==> config.mk <==
export PLATFORM = sky130hd
export DESIGN_NAME = dmem_arbiter
export DESIGN_NICKNAME = d
export VERILOG_FILES = /design/src/rtl/dmem_arbiter.sv
export SDC_FILE = /design/constraint.sdc
export NUM_CORES = 1
export LEC_CHECK = 0
export BUFFER_PORTS_ARGS = -buffer_cell sky130_fd_sc_hd__buf_2
export CORE_AREA = 2 2 91 93
export CTS_BUF_LIST = sky130_fd_sc_hd__clkbuf_8
export CTS_CLUSTER_SIZE = 24
export DETAILED_ROUTE_END_ITERATION = 10
export DIE_AREA = 0 0 93 95
export PLACE_DENSITY = 0.59
export SLEW_MARGIN = 20
export SYNTH_ARGS = -nofsm -noshare
export SYNTH_HDL_FRONTEND = slang
export SYNTH_SLANG_ARGS = --single-unit
==> constraint.sdc <==
create_clock -name clk -period 2.3 [get_ports clk]
set_input_delay 0.115 -clock clk [delete_from_list [all_inputs] [get_ports clk]]
set_output_delay 0.115 -clock clk [all_outputs]
set_load 0.02 [all_outputs]
==> src/rtl/dmem_arbiter.sv <==
// -----------------------------------------------------------------------------
// dmem_arbiter
//
// Shares one single-port data SRAM between the CPU MEM stage and an external
// loader port. Grants are combinational from the current requests and the
// registered arbitration state:
//   - LAST: the requester that got the most recent grant
//   - RUN:  how many grants in a row LAST has received
// One requester gets a burst of up to MAX_BURST grants while the other waits.
// After that, the waiting requester is granted.
// A granted read registers a one-cycle tag (valid, owner). In the following
// cycle, the SRAM's registered read data is steered to the owning port.
//
// Ports
//   clk, rst                          clock, synchronous active-high reset
//   cpu_req/wen/addr/wdata   (in)     CPU access request and payload
//   cpu_gnt, cpu_stall       (out)    grant this cycle, pipeline stall
//   cpu_rvalid, cpu_rdata    (out)    read return, one cycle after grant
//   ext_req/wen/addr/wdata   (in)     external loader request and payload
//   ext_gnt, ext_rvalid, ext_rdata    external grant and read return
//   mem_en, mem_wen, mem_addr, mem_wdata (out)  SRAM access
//   mem_rdata                (in)     SRAM read data, one cycle after a read
// -----------------------------------------------------------------------------
module dmem_arbiter #(
  parameter int ADDR_W    = 10,
  parameter int DATA_W    = 32,
  parameter int MAX_BURST = 4
) (
  input  logic              clk,
  input  logic              rst,
  input  logic              cpu_req,
  input  logic              cpu_wen,
  input  logic [ADDR_W-1:0] cpu_addr,
  input  logic [DATA_W-1:0] cpu_wdata,
  output logic              cpu_gnt,
  output logic              cpu_stall,
  output logic              cpu_rvalid,
  output logic [DATA_W-1:0] cpu_rdata,
  input  logic              ext_req,
  input  logic              ext_wen,
  input  logic [ADDR_W-1:0] ext_addr,
  input  logic [DATA_W-1:0] ext_wdata,
  output logic              ext_gnt,
  output logic              ext_rvalid,
  output logic [DATA_W-1:0] ext_rdata,
  output logic              mem_en,
  output logic              mem_wen,
  output logic [ADDR_W-1:0] mem_addr,
  output logic [DATA_W-1:0] mem_wdata,
  input  logic [DATA_W-1:0] mem_rdata
);

  typedef enum logic {
    OWN_CPU = 1'b0,
    OWN_EXT = 1'b1
  } owner_e;

  localparam logic [3:0] MAX_RUN = 4'(MAX_BURST);

  owner_e     r_last;
  logic [3:0] r_run;
  logic       r_tag_valid;
  owner_e     r_tag_owner;

  owner_e     w_last_nxt;
  logic [3:0] w_run_nxt;
  owner_e     w_pick;
  owner_e     w_gnt_owner;
  logic       w_cpu_gnt;
  logic       w_ext_gnt;
  logic       w_any_gnt;
  logic       w_gnt_wen;
  logic       w_rd_live;

  // Grant selection. Nothing is granted while reset is held.
  always_comb begin
    // NOTE: every signal gets a default first, so no path through the block
    // leaves it unassigned and no latch is inferred.
    w_cpu_gnt = 1'b0;
    w_ext_gnt = 1'b0;
    w_pick    = r_last;
    if (!rst) begin
      if (cpu_req && ext_req) begin
        // The burst owner keeps the memory until its run reaches the limit.
        // After that, the other requester is granted.
        if (r_run < MAX_RUN) begin
          w_pick = r_last;
        end else begin
          w_pick = (r_last == OWN_CPU) ? OWN_EXT : OWN_CPU;
        end
        w_cpu_gnt = (w_pick == OWN_CPU);
        w_ext_gnt = (w_pick == OWN_EXT);
      end else begin
        w_cpu_gnt = cpu_req;
        w_ext_gnt = ext_req;
      end
    end
  end

  assign w_any_gnt   = w_cpu_gnt | w_ext_gnt;
  assign w_gnt_owner = w_ext_gnt ? OWN_EXT : OWN_CPU;
  assign w_gnt_wen   = w_cpu_gnt ? cpu_wen : (w_ext_gnt ? ext_wen : 1'b0);

  // Next arbitration state.
  always_comb begin
    w_last_nxt = r_last;
    w_run_nxt  = r_run;
    if (w_any_gnt) begin
      if (w_gnt_owner == r_last) begin
        // RUN saturates at the limit. It does not wrap.
        w_run_nxt = (r_run >= MAX_RUN) ? MAX_RUN : r_run + 4'd1;
      end else begin
        w_last_nxt = w_gnt_owner;
        w_run_nxt  = 4'd1;
      end
    end else begin
      // With no request, the run is cleared but the owner is kept.
      w_run_nxt = 4'd0;
    end
  end

  always_ff @(posedge clk) begin
    // NOTE: state registers use non-blocking assignments. All registers then
    // update together from the values sampled at the edge.
    if (rst) begin
      r_last      <= OWN_CPU;
      r_run       <= 4'd0;
      r_tag_valid <= 1'b0;
      r_tag_owner <= OWN_CPU;
    end else begin
      r_last      <= w_last_nxt;
      r_run       <= w_run_nxt;
      r_tag_valid <= w_any_gnt & ~w_gnt_wen;
      r_tag_owner <= w_gnt_owner;
    end
  end

  // SRAM access, taken from the granted port. All fields are zero when idle.
  assign mem_en    = w_any_gnt;
  assign mem_wen   = w_gnt_wen;
  assign mem_addr  = w_cpu_gnt ? cpu_addr  : (w_ext_gnt ? ext_addr  : '0);
  assign mem_wdata = w_cpu_gnt ? cpu_wdata : (w_ext_gnt ? ext_wdata : '0);

  assign cpu_gnt   = w_cpu_gnt;
  assign ext_gnt   = w_ext_gnt;
  assign cpu_stall = cpu_req & ~w_cpu_gnt;

  // A tag still held from the cycle before reset must not show up as a read
  // return while reset is asserted.
  assign w_rd_live  = r_tag_valid & ~rst;
  assign cpu_rvalid = w_rd_live & (r_tag_owner == OWN_CPU);
  assign ext_rvalid = w_rd_live & (r_tag_owner == OWN_EXT);
  assign cpu_rdata  = cpu_rvalid ? mem_rdata : '0;
  assign ext_rdata  = ext_rvalid ? mem_rdata : '0;

endmodule
# Word-level counts from Yosys, hierarchy flattened
# Index checks and enable logic that the tools add are counted.
[word_totals] out_inout_bits=113 inputBits=122 ff_bits=7 word_cells=47
[classes] order_cmp=2 n_addsub=1 n_reduce_logical=5 bitwise=13 n_mux=19 n_eq_ne=1
[op_table] operator="$mux 32" n=4
[op_table] operator="$mux 10" n=2
[op_table] operator="$mux 1" n=12
[op_table] operator="$not 1->1" n=7
[op_table] operator="$and 1x1->1" n=5
[op_table] operator="$add 4x1->4 const B" n=1
[op_table] operator="$ge 4x3->1 const B" n=1
[op_table] operator="$lt 4x3->1 const B" n=1
[op_table] operator="$reduce_or 4->1" n=1
[op_table] operator="$mux 3" n=1
[op_table] operator="$reduce_or 3->1" n=1
[op_table] operator="$reduce_and 2->1" n=1
[op_table] operator="$reduce_or 2->1" n=1
[op_table] operator="$eq 1x1->1" n=1
[op_table] operator="$logic_and 1x1->1" n=1
[op_table] operator="$or 1x1->1" n=1

# Longest topological paths before layout
[depth] ltp_word=10 depth_mapped=5 depth_no_buf=3

# Least setup slack after synthesis
# No wires, ideal clock.
[synth_path] path_type="register to output" startpoint="register r_last" endpoint="output port mem_wdata[26]" arrival_time_ns=1.770 required_ns=2.185 path_buffers=2 setup_slack_ns=0.415 stages_incl_launch_ff=6 path_cell_list="dfxtp_1 > buf_6 > or3_4 > a311oi_4 > buf_6 > a22o_1"
[synth_via] elab_chain_len=8 elab_cells_between_ends=11 cone_classes="10 x mux; 1 x bitwise"
[synth_rtl] element="from (decl)" line_no="60" text="owner_e r_last;"
[synth_rtl] element="from (signal assigned)" line_no="131" text="r_last <= w_last_nxt;"
[synth_rtl] element="$mux 1" line_no="89" text="w_pick = (r_last == OWN_CPU) ? OWN_EXT : OWN_CPU;"
[synth_rtl] element="$mux 1 (*)" line_no="86" text="if (r_run < MAX_RUN) begin"
[synth_rtl] element="$mux 1 (*)" line_no="83" text="if (cpu_req && ext_req) begin"
[synth_rtl] element="$mux 1 (*)" line_no="82" text="if (!rst) begin"
[synth_rtl] element="$not 1->1 (*)" line_no="91" text="w_cpu_gnt = (w_pick == OWN_CPU);"
[synth_rtl] element="$mux 1 (*)" line_no="83"
[synth_rtl] element="$mux 1 (*)" line_no="82"
[synth_rtl] element="via cpu_gnt" line_no="35" text="output logic cpu_gnt,"
[synth_rtl] element="$mux 32 (*)" line_no="142" text="assign mem_wdata = w_cpu_gnt ? cpu_wdata : (w_ext_gnt ? ext_wdata : '0);"
[synth_rtl] element="to (decl)" line_no="49" text="output logic [DATA_W-1:0] mem_wdata,"
# The timed path passes the listed nets; every way through them passes the cells marked *. The select of a mux whose other input is x is not followed.

# Final worst setup path
[layout_path] startpoint="register r_last" endpoint="output port mem_addr[9]"
[layout_via] elab_chain_len=8 elab_cells_between_ends=11 cone_classes="10 x mux; 1 x bitwise"
[layout_rtl] element="$mux 1" line_no="89"
[layout_rtl] element="$mux 1 (*)" line_no="86"
[layout_rtl] element="$mux 1 (*)" line_no="83"
[layout_rtl] element="$mux 1 (*)" line_no="82"
[layout_rtl] element="$mux 1 / $not 1->1 (equally long branches)" line_no="83, 91"
[layout_rtl] element="$mux 1 (on tied branches)" line_no="82, 83"
[layout_rtl] element="$mux 10 / $mux 1 (equally long branches)" line_no="141, 82"
[layout_rtl] element="$mux 10 (*)" line_no="141" text="assign mem_addr = w_cpu_gnt ? cpu_addr : (w_ext_gnt ? ext_addr : '0);"
[layout_rtl] element="to (decl)" line_no="48" text="output logic [ADDR_W-1:0] mem_addr,"
# Mark *: on every way between the ends. The rest lies on a longest branch, timed or not. The select of a mux whose other input is x is not followed.

==> results.cfg <==
[sta]
fmaxAchievable_mhz = 471
finalWorstSetupSlack_ps = 179
hold_viol_final = 0
period_share = 0.922
finalClockSkew_ps = 0.931
setup_tns_ps = 0
setup_viol = 0
min_period_ps = 2120
rsz0062_at_grt = false
slew_violations = 0
holdWs_ps = 219

[floorplan]
rows = 33
dieArea_um2 = 8840
start_util = 0.164
core-area_um2 = 7930
ios = 235
die_height_um = 95
die_x_um = 93

[place]
placed_cell_area_um2 = 2560
hpwl_um = 5560
globalplace.congestion = 0.813
io_buffers = 234
preCtsSetupSlack_ps = 386

[power]
comb_power_share = 0.592
peakVddDrop_v = 0.000162
internal_power_uw = 452
switching_share = 0.406
pwr-share-clk = 0.226
p_sw_uw = 309
pwr-share-seq = 0.182
powerDensity_nw_per_um2 = 292
p_leak_uw = 0.00166

[clock_network]
post_cts_buffers = 0
clk_pin_slew_ps = 40
ctsResizeCount = 0
htreeDepth = 1
cts_sinks = 7
clk_latency_ps = 230
cts_buffers = 3
cts-root-buf = clkbuf_8
postCtsHoldBufs = 0
cts_tree = yes
clockBufferDepth = 2

[detailed_routing]
dr_wl_met2_um = 3130
ant_nets = 0
avgRoutedWirePerCell_um = 12.8
drt-pass1-iter-count = 5
wl_met3_um = 727
via_per_inst = 4.28
met1Wirelength_um = 2450
routed_wl_um = 6360
top_layer = met4
drc = 0
vias = 2125
drtIter0Drc = 49

[global_routing]
grt_pass1_vias = 1805
grt_usage = 0.123
grt_max_degree = 47
overflow = 0
grt_antenna_before_repair = 0
grt_pass1_wl_um = 8700

[worst_setup_path]
r2r_slack_ps = 630
rr_worst_depth = 4
critPathKind = reg2out
crit_path_end = mem_addr[9]
reg2reg_to = r_tag_valid
cp-start-kind = register
arrival_ps = 2010
crit_start = r_last
critPathMaxFanout = 46
required_ps = 2180
reg2reg_from = r_last
end_kind = output port

[finish]
nNetsFinal = 516
seqCellArea_um2 = 140
multi_input_area_um2 = 1050
diodes = 0
fillers = 872
area_growth_pct = 101
fin_area_um2 = 2610
drive_gt1_frac = 0.645
utilization = 0.329

[synthesis]
synthCells = 165
synth_nets = 288
syn_avg_cell_area_um2 = 7.88
ys_seq_area_frac = 0.108
synth_warnings = 0
synth_seq_cells = 7
syn_area_um2 = 1300
synth_cell_types = 30

[hold_path]
holdPathStages = 3
min_path_type = in2reg

[run]
cap_violations = 0

[status]
outcome = finished, final reports clean
==> worst max-delay path: stages (launching register included) <==
cell and delay, ps:
dfxtp_1 380, or3_4 420, a311oi_4 330, buf_12 250, a22o_1 190, buf_2 180
==> per-layer routing <==
layer,vias to the layer above,global-route usage
met5,-,0
li1,1049,-
met4,0,0.0331
met3,4,0.0239
met1,914,0.150
met2,158,0.220
==> worst min-delay path by stage <==
| stage | startpoint | endpoint | slack (ps) |
|---|---|---|---|
| 6_report | cpu_wen | r_tag_valid | 220 |
| 5_1_grt | rst | r_run[1] | 240 |
| 4_1_cts | rst | r_run[1] | 220 |
| 3_5_place_dp | rst | r_run[1] | 460 |
| 3_3_place_gp | rst | r_run[1] | 450 |
| 2_1_floorplan | cpu_wen | r_tag_valid | 280 |
==> cell usage after synthesis <==
library cell	instances	area share
a21boi_0	1	0.0058
a21oi_1	2	0.0077
a22o_1	38	0.26
a22o_2	6	0.046
a311oi_4	1	0.020
and2_1	65	0.31
and3b_1	1	0.0067
buf_4	1	0.0058
buf_6	5	0.043
clkbuf_1	10	0.029
conb_1	1	0.0029
dfxtp_1	7	0.11
ha_1	1	0.0096
inv_1	5	0.014
mux2i_1	2	0.015
mux4_1	1	0.020
nand2_1	3	0.0087
nand2b_1	1	0.0048
nor2_1	2	0.0058
nor3_1	1	0.0038
nor3_2	1	0.0077
nor3b_1	1	0.0058
nor4b_1	1	0.0067
nor4bb_1	1	0.0077
o211a_1	1	0.0077
o21a_1	1	0.0058
o21ai_0	1	0.0038
o32ai_1	2	0.013
or3_2	1	0.0058
or3_4	1	0.0087
==> cells by family (layout without fill, tap and decap cells) <==
group / Yosys count / after routing / synth area share
AO/OA/AOI/OAI: 53 / 53 / 0.367
flip-flops: 7 / 7 / 0.108
multiplexers: 3 / 3 / 0.0356
buffers and inverters: 21 / 248 / 0.0924
AND/OR/NAND/NOR: 79 / 79 / 0.385
other: 1 / 1 / 0.00288
adder cells (fa/ha/maj): 1 / 1 / 0.00962
==> power by group through the flow <==
stage	Sequential (uW)	Clock [uW]	Combinational, uW
after floorplan	136	0	256
after global placement	139	0	453
after detailed placement	140	0	456
after CTS	138	176	457
after global routing	140	184	489
final	138	172	451
==> per-stage QoR <==
step           std cells  power [uW]
6_report             497         761
5_1_grt              497         813
4_1_cts              497         771
3_5_place_dp         493         597
3_3_place_gp         493         592
2_1_floorplan        165         391
==> registers in the layout, indices dropped and copies added, names as in the netlist <==
name	flops
r_tag_owner	1
r_run	4
r_tag_valid	1
r_last	1
==> cell type report <==
type,instances,area share
inverter,5,0.00720
sequential,7,0.0537
timing repair buffer,239,0.468
clock buffer,3,0.0158
clock inverter,1,0.00144
multi-input combinational,137,0.403
tap,105,0.0504
==> cell usage in the layout (no fill, tap or decap), types with 2 or more instances in the layout <==
cell and instances:
nand2_1 3, buf_4 4, a22o_2 6, mux2i_1 2, dfxtp_1 7, a21oi_1 2
clkbuf_8 3, a22o_1 38, o32ai_1 2, inv_1 6, nor2_1 2, and2_1 65
buf_2 234
Power figures use the tool's default switching activity.
